**config.mk**
```make
export PLATFORM = sky130hd
export DESIGN_NAME = uart_rx_fifo
export DESIGN_NICKNAME = d
export VERILOG_FILES = /design/src/rtl/uart_rx_fifo.sv
export SDC_FILE = /design/constraint.sdc
export NUM_CORES = 1
export LEC_CHECK = 0
export CAP_MARGIN = 40
export CORE_MARGIN = 2
export CORE_UTILIZATION = 64
export DETAILED_ROUTE_END_ITERATION = 10
export GPL_TIMING_DRIVEN = 0
export PLACE_DENSITY = 0.92
export SLEW_MARGIN = 20
export SYNTH_ARGS = -nofsm -noshare
export SYNTH_HDL_FRONTEND = slang
export SYNTH_SLANG_ARGS = --single-unit
```
**constraint.sdc**
```tcl
create_clock -name clk -period 3.7 [get_ports clk]
set_input_delay 1.11 -clock clk [delete_from_list [all_inputs] [get_ports clk]]
set_output_delay 1.11 -clock clk [all_outputs]
set_load 0.03 [all_outputs]
```
**src/rtl/uart_rx_fifo.sv**
```systemverilog
// UART receiver (8N1) with a small byte FIFO.
// Oversamples the synchronized line, frames bytes LSB first and buffers good
// bytes for a valid/ready consumer. Flags framing errors and overruns.
module uart_rx_fifo #(
  parameter int unsigned CLKS_PER_BIT = 434,
  parameter int unsigned FIFO_DEPTH   = 4
) (
  input  logic       clk,
  input  logic       rst_n,
  input  logic       rx_i,
  output logic [7:0] rx_data_o,
  output logic       rx_valid_o,
  input  logic       rx_ready_i,
  output logic       frame_err_o,
  output logic       overrun_o,
  output logic       busy_o
);

  localparam int unsigned CNT_W = (CLKS_PER_BIT > 2) ? $clog2(CLKS_PER_BIT) : 1;
  localparam int unsigned AW    = (FIFO_DEPTH > 2) ? $clog2(FIFO_DEPTH) : 1;
  localparam int unsigned OCC_W = AW + 1;

  localparam logic [CNT_W-1:0] BIT_LAST  = CNT_W'(CLKS_PER_BIT - 1);
  localparam logic [CNT_W-1:0] HALF_LAST = CNT_W'((CLKS_PER_BIT / 2) - 1);
  localparam logic [OCC_W-1:0] OCC_FULL  = OCC_W'(FIFO_DEPTH);

  typedef enum logic [2:0] {
    S_IDLE  = 3'd0,
    S_START = 3'd1,
    S_DATA  = 3'd2,
    S_STOP  = 3'd3,
    S_BREAK = 3'd4
  } state_e;

  // Receiver state
  logic             rx_meta_q, rx_s_q;
  state_e           state_q, state_d;
  logic [CNT_W-1:0] cnt_q, cnt_d;
  logic [2:0]       bit_idx_q, bit_idx_d;
  logic [7:0]       shift_q, shift_d;
  logic             push_req_q, push_req_d;
  logic             frame_err_q, frame_err_d;
  logic             busy_q, busy_d;

  // FIFO state
  logic [7:0]       mem_q [FIFO_DEPTH];
  logic [AW-1:0]    wr_ptr_q, wr_ptr_d;
  logic [AW-1:0]    rd_ptr_q, rd_ptr_d;
  logic [OCC_W-1:0] occ_q, occ_d;
  logic             valid_q, valid_d;
  logic [7:0]       head_q, head_d;
  logic             overrun_q, overrun_d;

  logic pop_c, full_c, push_ok_c;

  // Two-flop synchronizer; idles high so reset never looks like a start bit.
  always_ff @(posedge clk or negedge rst_n) begin
    if (!rst_n) begin
      rx_meta_q <= 1'b1;
      rx_s_q    <= 1'b1;
    end else begin
      rx_meta_q <= rx_i;
      rx_s_q    <= rx_meta_q;
    end
  end

  // Receiver state register.
  always_ff @(posedge clk or negedge rst_n) begin
    if (!rst_n) begin
      state_q     <= S_IDLE;
      cnt_q       <= '0;
      bit_idx_q   <= '0;
      shift_q     <= '0;
      push_req_q  <= 1'b0;
      frame_err_q <= 1'b0;
      busy_q      <= 1'b0;
    end else begin
      state_q     <= state_d;
      cnt_q       <= cnt_d;
      bit_idx_q   <= bit_idx_d;
      shift_q     <= shift_d;
      push_req_q  <= push_req_d;
      frame_err_q <= frame_err_d;
      busy_q      <= busy_d;
    end
  end

  // Receiver next-state: mid-bit sampling driven by the bit-period counter.
  always_comb begin
    state_d     = state_q;
    cnt_d       = cnt_q;
    bit_idx_d   = bit_idx_q;
    shift_d     = shift_q;
    push_req_d  = 1'b0;
    frame_err_d = 1'b0;

    case (state_q)
      S_IDLE: begin
        if (!rx_s_q) begin
          state_d = S_START;
          cnt_d   = '0;
        end
      end
      S_START: begin
        if (cnt_q == HALF_LAST) begin
          cnt_d     = '0;
          bit_idx_d = '0;
          state_d   = rx_s_q ? S_IDLE : S_DATA;
        end else begin
          cnt_d = cnt_q + CNT_W'(1);
        end
      end
      S_DATA: begin
        if (cnt_q == BIT_LAST) begin
          cnt_d     = '0;
          shift_d   = {rx_s_q, shift_q[7:1]};
          bit_idx_d = bit_idx_q + 3'd1;
          if (bit_idx_q == 3'd7) begin
            state_d = S_STOP;
          end
        end else begin
          cnt_d = cnt_q + CNT_W'(1);
        end
      end
      S_STOP: begin
        if (cnt_q == BIT_LAST) begin
          cnt_d = '0;
          if (rx_s_q) begin
            push_req_d = 1'b1;
            state_d    = S_IDLE;
          end else begin
            frame_err_d = 1'b1;
            state_d     = S_BREAK;
          end
        end else begin
          cnt_d = cnt_q + CNT_W'(1);
        end
      end
      S_BREAK: begin
        if (rx_s_q) begin
          state_d = S_IDLE;
        end
      end
      default: begin
        state_d = S_IDLE;
        cnt_d   = '0;
      end
    endcase

    busy_d = (state_d != S_IDLE);
  end

  // FIFO control: a push into a full FIFO survives only if a pop frees a slot.
  always_comb begin
    pop_c     = valid_q && rx_ready_i;
    full_c    = (occ_q == OCC_FULL);
    push_ok_c = push_req_q && (!full_c || pop_c);
    overrun_d = push_req_q && full_c && !pop_c;

    wr_ptr_d = wr_ptr_q + AW'(push_ok_c);
    rd_ptr_d = rd_ptr_q + AW'(pop_c);

    occ_d = occ_q;
    if (push_ok_c && !pop_c) begin
      occ_d = occ_q + OCC_W'(1);
    end else if (!push_ok_c && pop_c) begin
      occ_d = occ_q - OCC_W'(1);
    end

    valid_d = (occ_d != '0);

    // The byte being written becomes the head when it lands in the read slot.
    if (push_ok_c && (wr_ptr_q == rd_ptr_d)) begin
      head_d = shift_q;
    end else begin
      head_d = mem_q[rd_ptr_d];
    end
  end

  // FIFO storage, pointers and registered head/flags.
  always_ff @(posedge clk or negedge rst_n) begin
    if (!rst_n) begin
      for (int i = 0; i < int'(FIFO_DEPTH); i++) begin
        mem_q[i] <= '0;
      end
      wr_ptr_q  <= '0;
      rd_ptr_q  <= '0;
      occ_q     <= '0;
      valid_q   <= 1'b0;
      head_q    <= '0;
      overrun_q <= 1'b0;
    end else begin
      if (push_ok_c) begin
        mem_q[wr_ptr_q] <= shift_q;
      end
      wr_ptr_q  <= wr_ptr_d;
      rd_ptr_q  <= rd_ptr_d;
      occ_q     <= occ_d;
      valid_q   <= valid_d;
      head_q    <= head_d;
      overrun_q <= overrun_d;
    end
  end

  assign rx_data_o   = head_q;
  assign rx_valid_o  = valid_q;
  assign frame_err_o = frame_err_q;
  assign overrun_o   = overrun_q;
  assign busy_o      = busy_q;

endmodule

```
==> results of run 1 <==
==> path summary, 6_finish.rpt <==
check                           start           end  slack [ns]  cells after the start
max                        rx_ready_i  rx_data_o[6]        0.42                      8
min in group asynchronous       rst_n     overrun_o        0.63                      1
max reg2reg                rx_valid_o  rx_data_o[6]        1.26                      7
min                         rx_meta_q        rx_s_q        0.36                      0
min reg2reg                 rx_meta_q        rx_s_q        0.36                      0
max in group asynchronous       rst_n     rx_meta_q        2.45                      2
==> power by group through the flow <==
stage / clock (mW) / sequential, mW / combinational, mW
detailed placement: 0 / 0.860 / 0.0242
floorplan: 0 / 0.860 / 0.000692
global placement: 0 / 0.861 / 0.0203
global route: 0.748 / 0.844 / 0.0273
CTS: 0.710 / 0.844 / 0.0243
finish: 0.702 / 0.844 / 0.0232
==> worst reg2reg max path: cells and delay by family (launching register included) <==
family / cells / cell delay, ns
xor gates and xnor gates: 2 / 0.80
adders and majority gates: 1 / 0.22
buffers and inverters: 1 / 0.09
DFF: 1 / 0.44
and+or+nand+nor: 2 / 0.42
muxes: 1 / 0.37
==> cell families after synthesis <==
kind of cell             after synthesis  share of synthesized area (%)
flip-flops                            77                           54.4
XOR/XNOR                               5                           1.45
buffers and inverters                 20                           2.36
multiplexers                          59                           21.2
AND/OR/NAND/NOR                       62                           10.2
adder cells (fa/ha/maj)               10                           3.53
AO/OA/AOI/OAI                         36                           6.98
==> metal layers <==
layer	track usage, %	vias up	share of wire [%]
met5	0	-	0
met4	12.3	0	2.8
met3	6.21	18	3.8
met2	39.0	56	51
met1	30.1	1114	43
li1	-	1046	-
==> per-stage QoR <==
| step | utilization, % | power (mW) | instances | setup WS, ns |
|---|---|---|---|---|
| after floorplan | - | 0.861 | 269 | 0.968 |
| after global placement | 69.7 | 0.881 | 356 | -0.988 |
| after detailed placement | 70.1 | 0.884 | 357 | 0.0849 |
| after CTS | 74.2 | 1.58 | 373 | 0.429 |
| after global routing | 74.2 | 1.62 | 373 | 0.324 |
| final | 74.2 | 1.57 | 373 | 0.423 |
==> final cells by class <==
class	instances	area [um^2]	area share, %
Multi-Input combinational cell	172	1540	38.0
Sequential cell	77	1930	47.8
Clock inverter	6	93.8	2.33
Inverter	11	41.3	1.02
Tap cell	72	90.1	2.23
Clock buffer	10	128	3.16
Timing Repair Buffer	16	175	4.34
Buffer	9	42.5	1.05
==> flip-flops by register name, summed over array words and instances, names as in the netlist, 2 cells and up <==
signal	flops
state_q	3
rd_ptr_q	2
occ_q	3
shift_q	8
mem_q	32
rx_data_o	8
bit_idx_q	3
cnt_q	9
wr_ptr_q	2
==> cells in the final DEF, fill, tap and decap left out, types with 2 or more instances in the layout <==
master and instances:
clkbuf_1 5, o21ai_0 12, nand3_1 8, and4bb_2 2, nor2_1 8, nand2_1 17
nor3_1 6, a21oi_1 5, ha_1 10, dfstp_2 2, o221ai_1 2, mux2_2 48
mux4_2 8, nand4_1 2, buf_4 2, nor2b_1 4, mux2i_1 3, inv_6 2
clkbuf_8 9, dfrtp_1 75, xnor2_1 3, bufinv_16 2, inv_1 11, a31oi_1 2
nand4b_1 2, a22o_1 2, and4b_1 3, o211ai_1 5, nand3b_1 2, buf_2 3
clkdlybuf4s50_1 14
==> results.yml, run 1 <==
clock_network:
  cts_buffer_depth: 2
  clkSlewWorstSetupHoldPaths_ns: 0.08
  cts_tree: "done"
  cts_resized: 0
  cts_sinks: 77
  clock_latency_ns: 0.36
  postCtsSetupBuffers: 0
  root_buffer: "clkbuf_8"
  numCtsBuffers: 9
  holdBufCountCts: 0
  cts.htree.levels: 3
global_routing:
  grt_antenna_before_repair: 0
  grt_max_degree: 56
  first_global_vias: 2302
  grt_use_total_pct: 24.0
  grt_pass1_wl_um: 10900
  gr-total-overflow: 0
sta:
  timing.setup.tns_ns: 0
  max-slew-margin-rel_pct: 54.2
  max_freq_ghz: 0.305
  grt_setup_unrepaired: "no"
  worst_pin_slew_ns: 0.686
  min_period_ns: 3.28
  holdWs_ns: 0.361
  clock_skew_ns: 0.0146
  slew_violations: 0
  setup_viol: 0
  finalHoldViolCount: 0
  post-route-period-util_pct: 88.6
logic_synthesis:
  synth-edff-count: 0
  synth_commonest_cells: "dfrtp_1, mux2_2, nand2_1"
  synth.most_common_cell: "dfrtp_1"
  ys_top_cells_by_area: "dfrtp_1, mux2_2, mux4_2, ha_1, nand2_1"
  synth_top_area_share_pct: 52.9
  synth_cell_types: 46
  ys_ff_latch: 77
  syn_avg_cell_area_um2: 13.2
  syn-num-nets: 283
  yosys.area.top_type: "dfrtp_1"
  ys_seq_area_share_pct: 54.4
  async_reset_ff_share_pct: 100
  ys_warn_count: 0
  ys_dominant_reg_cell: "dfrtp_1"
  syn_inst: 269
  synth_area_mm2: 0.00355
cells_and_area:
  drive_above_1_share_pct: 29.2
  diodes: 0
  fillers: 347
  nets: 310
  finalInstanceArea_mm2: 0.00404
  syn_to_final_growth_pct: 13.7
critical_path:
  critPathKind: "input pin to flip-flop"
  start_kind: "input pin"
  cp_cell_sequence: "clkdlybuf4s50_1 -> nand2_2 -> inv_1 -> ha_1 -> xor2_2 -> xnor2_1 -> nand3_2 -> mux2_2"
  slowest_stage: "xor2_2"
  crit_family: "XOR/XNOR gates"
  crit_arrival_ns: 3.52
  critPathBufInv: 2
  cp.required_ns: 3.94
  crit_fanout: 10
  end_kind: "flip-flop"
  slowest_delay_ns: 0.56
drt:
  drt_wl_total_um: 6440
  antenna_left: 0
  drt_iter0_drc: 112
  drc_errors: 0
  via_per_inst: 5.99
  wl_per_cell_um: 17.3
  drt_pass1_iterations: 4
  vias: 2234
power:
  p_switching_mw: 0.334
  swShare_pct: 21.3
  peakVddDrop_v: 0.000269
  p_int_mw: 1.23
  share_comb_of_total_power_pct: 1.5
  seqPwrFrac_pct: 53.8
  p_leak_nw: 1.93
  powerDensity_mw_per_mm2: 389
  p_clk_share_pct: 44.7
floorplanning:
  die_w_um: 78.5
  start_util_pct: 65.2
  fp.dieArea_mm2: 0.00616
  rows: 27
  core_area_mm2: 0.00544
  ios: 16
  die_y_um: 78.5
place:
  dp.final_hpwl_um: 4210
  port_buffers: 15
  post_dp_cell_area_mm2: 0.00381
  globalplace.congestion: 0.888
hold_path:
  hold_path_class: "flip-flop to flip-flop"
flow_run:
  max_cap_violations: 0
run_status:
  outcome: "completed"
Note: power is estimated with default switching activity, not from simulation.
==> inputs of run 2 (changes only) <==
--- a/config.mk
+++ b/config.mk
@@ -8,6 +8,7 @@
 export CAP_MARGIN = 40
 export CORE_MARGIN = 2
 export CORE_UTILIZATION = 64
+export CTS_CLUSTER_SIZE = 14
 export DETAILED_ROUTE_END_ITERATION = 10
 export GPL_TIMING_DRIVEN = 0
 export PLACE_DENSITY = 0.92
==> results of run 2 <==
Final layout, timing and power as in run 1 (identical DEF).
